$ cat src/rtl/disp_pkg.sv
// Shared constants and types for the seven-segment scan display.
// Glyphs are active-low, bit order {g,f,e,d,c,b,a}.
package disp_pkg;

  typedef logic [1:0] digit_idx_t;

  localparam logic [3:0] ANODE_OFF = 4'hF;
  localparam logic [6:0] SEG_OFF   = 7'h7F;

  localparam logic [6:0] SEG_GLYPH [16] = '{
    7'b1000000,  // 0
    7'b1111001,  // 1
    7'b0100100,  // 2
    7'b0110000,  // 3
    7'b0011001,  // 4
    7'b0010010,  // 5
    7'b0000010,  // 6
    7'b1111000,  // 7
    7'b0000000,  // 8
    7'b0010000,  // 9
    7'b0001000,  // A
    7'b0000011,  // b
    7'b1000110,  // C
    7'b0100001,  // d
    7'b0000110,  // E
    7'b0001110   // F
  };

endpackage

$ cat src/rtl/hex_to_seg7.sv
// Combinational nibble to active-low seven-segment pattern lookup.
module hex_to_seg7
  import disp_pkg::*;
(
  input  logic [3:0] i_nibble,
  output logic [6:0] o_seg
);

  assign o_seg = SEG_GLYPH[i_nibble];

endmodule

$ cat src/rtl/hex_display_scan.sv
// Four-digit multiplexed hex display of {left_byte, right_byte}.
// New values are staged in a shadow register and promoted only at frame boundaries.
module hex_display_scan
  import disp_pkg::*;
#(
  parameter int DIGIT_CYCLES = 100000,
  parameter int BLANK_CYCLES = 2
) (
  input  logic       clock,
  input  logic       reset,
  input  logic       load_valid,
  input  logic [7:0] left_byte,
  input  logic [7:0] right_byte,
  input  logic       disp_en,
  output logic [3:0] anode,
  output logic [6:0] cathode,
  output logic       frame_tick,
  output logic       pending
);

  localparam int SLOT_W = (DIGIT_CYCLES > 2) ? $clog2(DIGIT_CYCLES) : 1;
  localparam logic [SLOT_W-1:0] SLOT_LAST  = SLOT_W'(DIGIT_CYCLES - 1);
  localparam logic [SLOT_W-1:0] SLOT_BLANK = SLOT_W'(BLANK_CYCLES);

  logic [SLOT_W-1:0] r_slot_cnt;
  digit_idx_t        r_digit_idx;
  logic [15:0]       r_shadow;
  logic [15:0]       r_active;

  logic       w_slot_last;
  logic       w_boundary;
  logic       w_lit;
  logic [3:0] w_nibble;
  logic [6:0] w_glyph;
  logic [3:0] w_anode_on;

  assign w_slot_last = (r_slot_cnt == SLOT_LAST);
  assign w_boundary  = w_slot_last && (r_digit_idx == 2'd3);
  assign w_lit       = disp_en && (r_slot_cnt >= SLOT_BLANK);

  always_comb begin
    w_nibble = r_active[3:0];
    case (r_digit_idx)
      2'd0: w_nibble = r_active[3:0];
      2'd1: w_nibble = r_active[7:4];
      2'd2: w_nibble = r_active[11:8];
      2'd3: w_nibble = r_active[15:12];
      default: w_nibble = r_active[3:0];
    endcase
  end

  always_comb begin
    w_anode_on = ANODE_OFF;
    w_anode_on[r_digit_idx] = 1'b0;
  end

  hex_to_seg7 u_hex_to_seg7 (
    .i_nibble (w_nibble),
    .o_seg    (w_glyph)
  );

  always_ff @(posedge clock or negedge reset) begin
    if (!reset) begin
      r_slot_cnt  <= '0;
      r_digit_idx <= '0;
    end else if (w_slot_last) begin
      r_slot_cnt  <= '0;
      r_digit_idx <= r_digit_idx + 2'd1;
    end else begin
      r_slot_cnt  <= r_slot_cnt + 1'b1;
    end
  end

  // A strobe landing on the boundary bypasses the shadow so it is shown this frame.
  always_ff @(posedge clock or negedge reset) begin
    if (!reset) begin
      r_shadow <= '0;
      r_active <= '0;
      pending  <= 1'b0;
    end else if (w_boundary) begin
      if (load_valid) begin
        r_active <= {left_byte, right_byte};
        pending  <= 1'b0;
      end else if (pending) begin
        r_active <= r_shadow;
        pending  <= 1'b0;
      end
    end else if (load_valid) begin
      r_shadow <= {left_byte, right_byte};
      pending  <= 1'b1;
    end
  end

  always_ff @(posedge clock or negedge reset) begin
    if (!reset) begin
      anode      <= ANODE_OFF;
      cathode    <= SEG_OFF;
      frame_tick <= 1'b0;
    end else begin
      anode      <= w_lit ? w_anode_on : ANODE_OFF;
      cathode    <= w_lit ? w_glyph : SEG_OFF;
      frame_tick <= w_boundary;
    end
  end

endmodule

$ cat config.mk
export PLATFORM = sky130hd
export DESIGN_NAME = hex_display_scan
export DESIGN_NICKNAME = d
export VERILOG_FILES = /design/src/rtl/disp_pkg.sv /design/src/rtl/hex_to_seg7.sv /design/src/rtl/hex_display_scan.sv
export SDC_FILE = /design/constraint.sdc
export NUM_CORES = 1
export LEC_CHECK = 0
export BUFFER_PORTS_ARGS = -buffer_cell sky130_fd_sc_hd__buf_2
export CORE_MARGIN = 8
export CORE_UTILIZATION = 50
export DETAILED_ROUTE_END_ITERATION = 10
export PLACE_DENSITY = 0.71
export SLEW_MARGIN = 20
export SYNTH_ARGS = -nofsm -noshare
export SYNTH_HDL_FRONTEND = slang
export SYNTH_HIERARCHICAL = 1
export SYNTH_SLANG_ARGS = --single-unit
$ cat constraint.sdc
create_clock -name clock -period 2.5 [get_ports clock]
set_input_delay 0.25 -clock clock [delete_from_list [all_inputs] [get_ports clock]]
set_output_delay 0.25 -clock clock [all_outputs]
set_load 0.1 [all_outputs]
==> metrics.md <==
| Metric | Value |
|---|---|
| Main synth FF type | `dfrtp_1` |
| Post-synth top area share | `0.409` |
| Share of cells above drive strength 1 | `0.267` |
| Die area | `roughly 9300 um^2` |
| RSZ-0062 raised after global routing | `false` |
| Max Cap Viol | `0` |
| DR pass1 iterations | `4` |
| Crit-path cells | `inv_1 > ha_2 > a222oi_1 > mux2i_1 > buf_4 > ha_1 > mux4_2 > nand2b_1` |
| Rel. slew slack | `0.469` |
| CTS tree | `done` |
| Int Pwr | `around 1.6 mW` |
| Syn Std Cell Area | `3240 um^2` |
| CP Capture Type | `flop` |
| Tmin final | `2.35 ns` |
| CTS Buf Count | `9` |
| Filler cell count | `573` |
| Area Growth Syn to Fin | `13.2%` |
| Distinct cell type count after synthesis | `44` |
| Final Power | `approximately 2.1 mW` |
| Fin crit share | `0.940` |
| Vias in the first global route | `~2,300` |
| TNS Setup | `0 ns` |
| GRT met2 Usage | `0.234` |
| Critical Path AT | `roughly 2.6 ns` |
| Initial antenna violation count | `0` |
| Crit path setup slack, layout | `0.151 ns` |
| DP Wirelength | `4510 um` |
| CTS Hold Bufs | `0` |
| Synthesized area per cell | `~11 um^2` |
| Clock skew after layout | `around 0.0063 ns` |
| Vias | `between 2,000 and 2,500` |
| Post-route ant nets | `0` |
| Sequential power share | `0.518` |
| Iter 0 DRT Violations | `about 110` |
| Start point of the critical path | `r_digit_idx[0]` |
| Most Crowded Layer GR | `met2` |
| CP required | `2.75 ns` |
| N_diodes | `0` |
| DRC | `0` |
| Yosys reg bits | `64` |
| Pins Over Slew Limit | `0` |
| Row count | `29` |
| Top-count cell post-synth | `dfrtp_1` |
| Met3 Usage GRT | `0.0549` |
| Post-synth top area cell | `dfrtp_1` |
| WP buf/inv | `2` |
| # clock sinks | `between 60 and 70` |
| I/O Buffers | `32` |
| Drt via density | `approximately 5.5` |
| Worst Tran Pin Value | `a little under 0.8 ns` |
| Fmax achieved | `roughly 0.43 GHz` |
| Post-synth ARST share | `1.00` |
| Wire per inst | `around 15 um` |
| Crit-path slowest cell | `mux4_2` |
| Final net count | `373` |
| Post-synthesis sequential area ratio | `0.498` |
| Max FO, Critical Path | `6` |
| Psw | `0.547 mW` |
| Wirelength, routed | `6500 um` |
| Pre-CTS setup slack | `0.0454 ns` |
| H-tree levels | `3` |
| Worst VDD drop | `roughly 480 uV` |
| WS Path Type | `reg2reg` |
| Post-synth top cells | `dfrtp_1, nand2_1, nor2_1` |
| Clock latency on the worst-skew pair | `approximately 0.33 ns` |
| Post-synth EDFFs | `0` |
| Gate power share | `0.114` |
| Total grt overflow | `0` |
| Clock transition at path regs | `around 0.060 ns` |
| CP Depth | `8` |
| Initial core utilization | `0.513` |
| Root Driver | `clkbuf_8` |
| Worst R2R Start | `r_digit_idx[0]` |
| Clock buffer depth | `2` |
| Cells after Synth | `299` |
| Io pins | `33` |
| Top post-synthesis cells by area | `dfrtp_1, dfstp_2, ha_1, mux2_4, mux2i_1` |
| Max stage delay on crit path | `between 0.4 and 0.5 ns` |
| Largest net degree at the start of global routing | `65` |
| Gr usage total | `0.158` |
| Leakage dissipation | `~1.7 nW` |
| Chip height | `96.5 um` |
| Pwr Density | `roughly 580 nW/um^2` |
| Largest delay contributor family on the critical path | `multiplexers` |
| CORE AREA | `roughly 6300 um^2` |
| CP Launch Type | `flop` |
| Gpl congestion | `slightly above 0.8` |
| Total nets after synthesis | `around 330` |
| Endpoints failing setup | `0` |
| First-pass GRT wire length | `11,400 um` |
| Worst reg2reg path depth | `8` |
| Yosys warns | `6` |
| Status | `complete, no violations` |
| Met1 GRT Util | `0.213` |
| Clock share of power | `0.368` |
| Fin. Hold Viols | `0` |
| Sw frac | `0.256` |
| Die X-Extent | `a little under 100 um` |
| Hold Crit Class | `in2async` |
==> state kept, by name, summed over array words and instances, names as in the netlist <==
register     flops
r_shadow        16
anode            4
r_active        16
r_slot_cnt      17
cathode          7
r_digit_idx      2
pending          1
frame_tick       1
==> layout by cell type, fill, tap and decap left out, drive strengths merged <==
cell type   n
clkinv      1
o32ai       5
xor2        6
clkbuf     15
and2        1
buf        43
nor4b       1
ha         14
or3         4
nand4       6
a222oi      4
nor4        2
nand3b      1
a21oi      15
mux2       16
o41a        1
nand2b      8
inv        20
and4        2
mux2i      10
and3        1
nand2      24
o21ai      17
dfrtp      53
nand4bb     1
nor2       25
o211ai      1
or4         2
nand3      15
dfstp      11
mux4        1
xnor2       8
and4bb      1
o22ai       7
nor3        1
a32o        1
==> timing repair <==
action / in CTS / in global routing
pin swaps: 0 / 1
endpoints found under the hold margin: 0 / 0
resized for setup: 1 / 2
setup endpoints to repair: 1 / 3
setup buffers: 0 / 0
==> through the flow <==
| step | util | std cells | area [um^2] | hold WS, ns |
|---|---|---|---|---|
| global route | 0.581 | 421 | 3670 | 0.136 |
| detailed placement | 0.553 | 405 | 3490 | 0.470 |
| finish | 0.581 | 421 | 3670 | 0.0782 |
| floorplan | - | 299 | 3240 | -0.0456 |
| CTS | 0.580 | 421 | 3660 | 0.104 |
| global placement | 0.553 | 405 | 3490 | 0.468 |
==> worst reg2reg max path, stage by stage, from the launching register on <==
cell and delay (ns):
dfrtp_1 0.38, inv_1 0.11, ha_2 0.23, a222oi_1 0.37, mux2i_1 0.15, buf_4 0.18, ha_1 0.24, mux4_2 0.45
nand2b_1 0.15
==> power by group through the flow <==
| stage | logic, mW | clock network (mW) | registers, mW |
|---|---|---|---|
| after floorplan | 0.111 | 0 | 1.19 |
| after global placement | 0.240 | 0 | 1.12 |
| after detailed placement | 0.245 | 0 | 1.12 |
| after CTS | 0.247 | 0.808 | 1.10 |
| after global routing | 0.268 | 0.860 | 1.11 |
| final | 0.244 | 0.785 | 1.11 |
==> cell families (layout without fill, tap and decap cells) <==
kind of cell | after synthesis | after routing | synth area share
buffers and inverters | 34 | 79 | 0.0521
AOI/OAI and AO/OA | 51 | 51 | 0.101
adders and majority gates | 14 | 14 | 0.0540
and+or+nand+nor | 95 | 95 | 0.152
xor gates and xnor gates | 14 | 14 | 0.0378
muxes | 27 | 27 | 0.105
DFF | 64 | 64 | 0.498
==> per-layer routing <==
layer  wire (um)  share of wire  vias up
met4          63         0.0097        0
met1        3070           0.47     1118
met3         366          0.056        7
li1            -              -     1125
met2        2990           0.46       53
met5           0              0        -
==> path summary, 6_finish.rpt <==
check | slack, ns | endpoint
setup / recovery | 0.15 | cathode[3]
hold / removal | 0.08 | r_slot_cnt[6]
setup reg to reg | 0.15 | cathode[3]
hold reg to reg | 0.49 | r_slot_cnt[0]
max in group asynchronous | 1.89 | r_slot_cnt[1]
min in group clock | 0.16 | r_shadow[5]
==> layout make-up <==
type	count	area, um^2	area share
clock buffers	15	166	0.0453
clock inverters	1	5.00	0.00136
inverters	20	77.6	0.0211
multi-input cells	201	1470	0.400
flip-flops and latches	64	1620	0.440
well taps	77	96.3	0.0263
repair buffers	43	243	0.0661
Note: power is estimated with default switching activity, not from simulation.
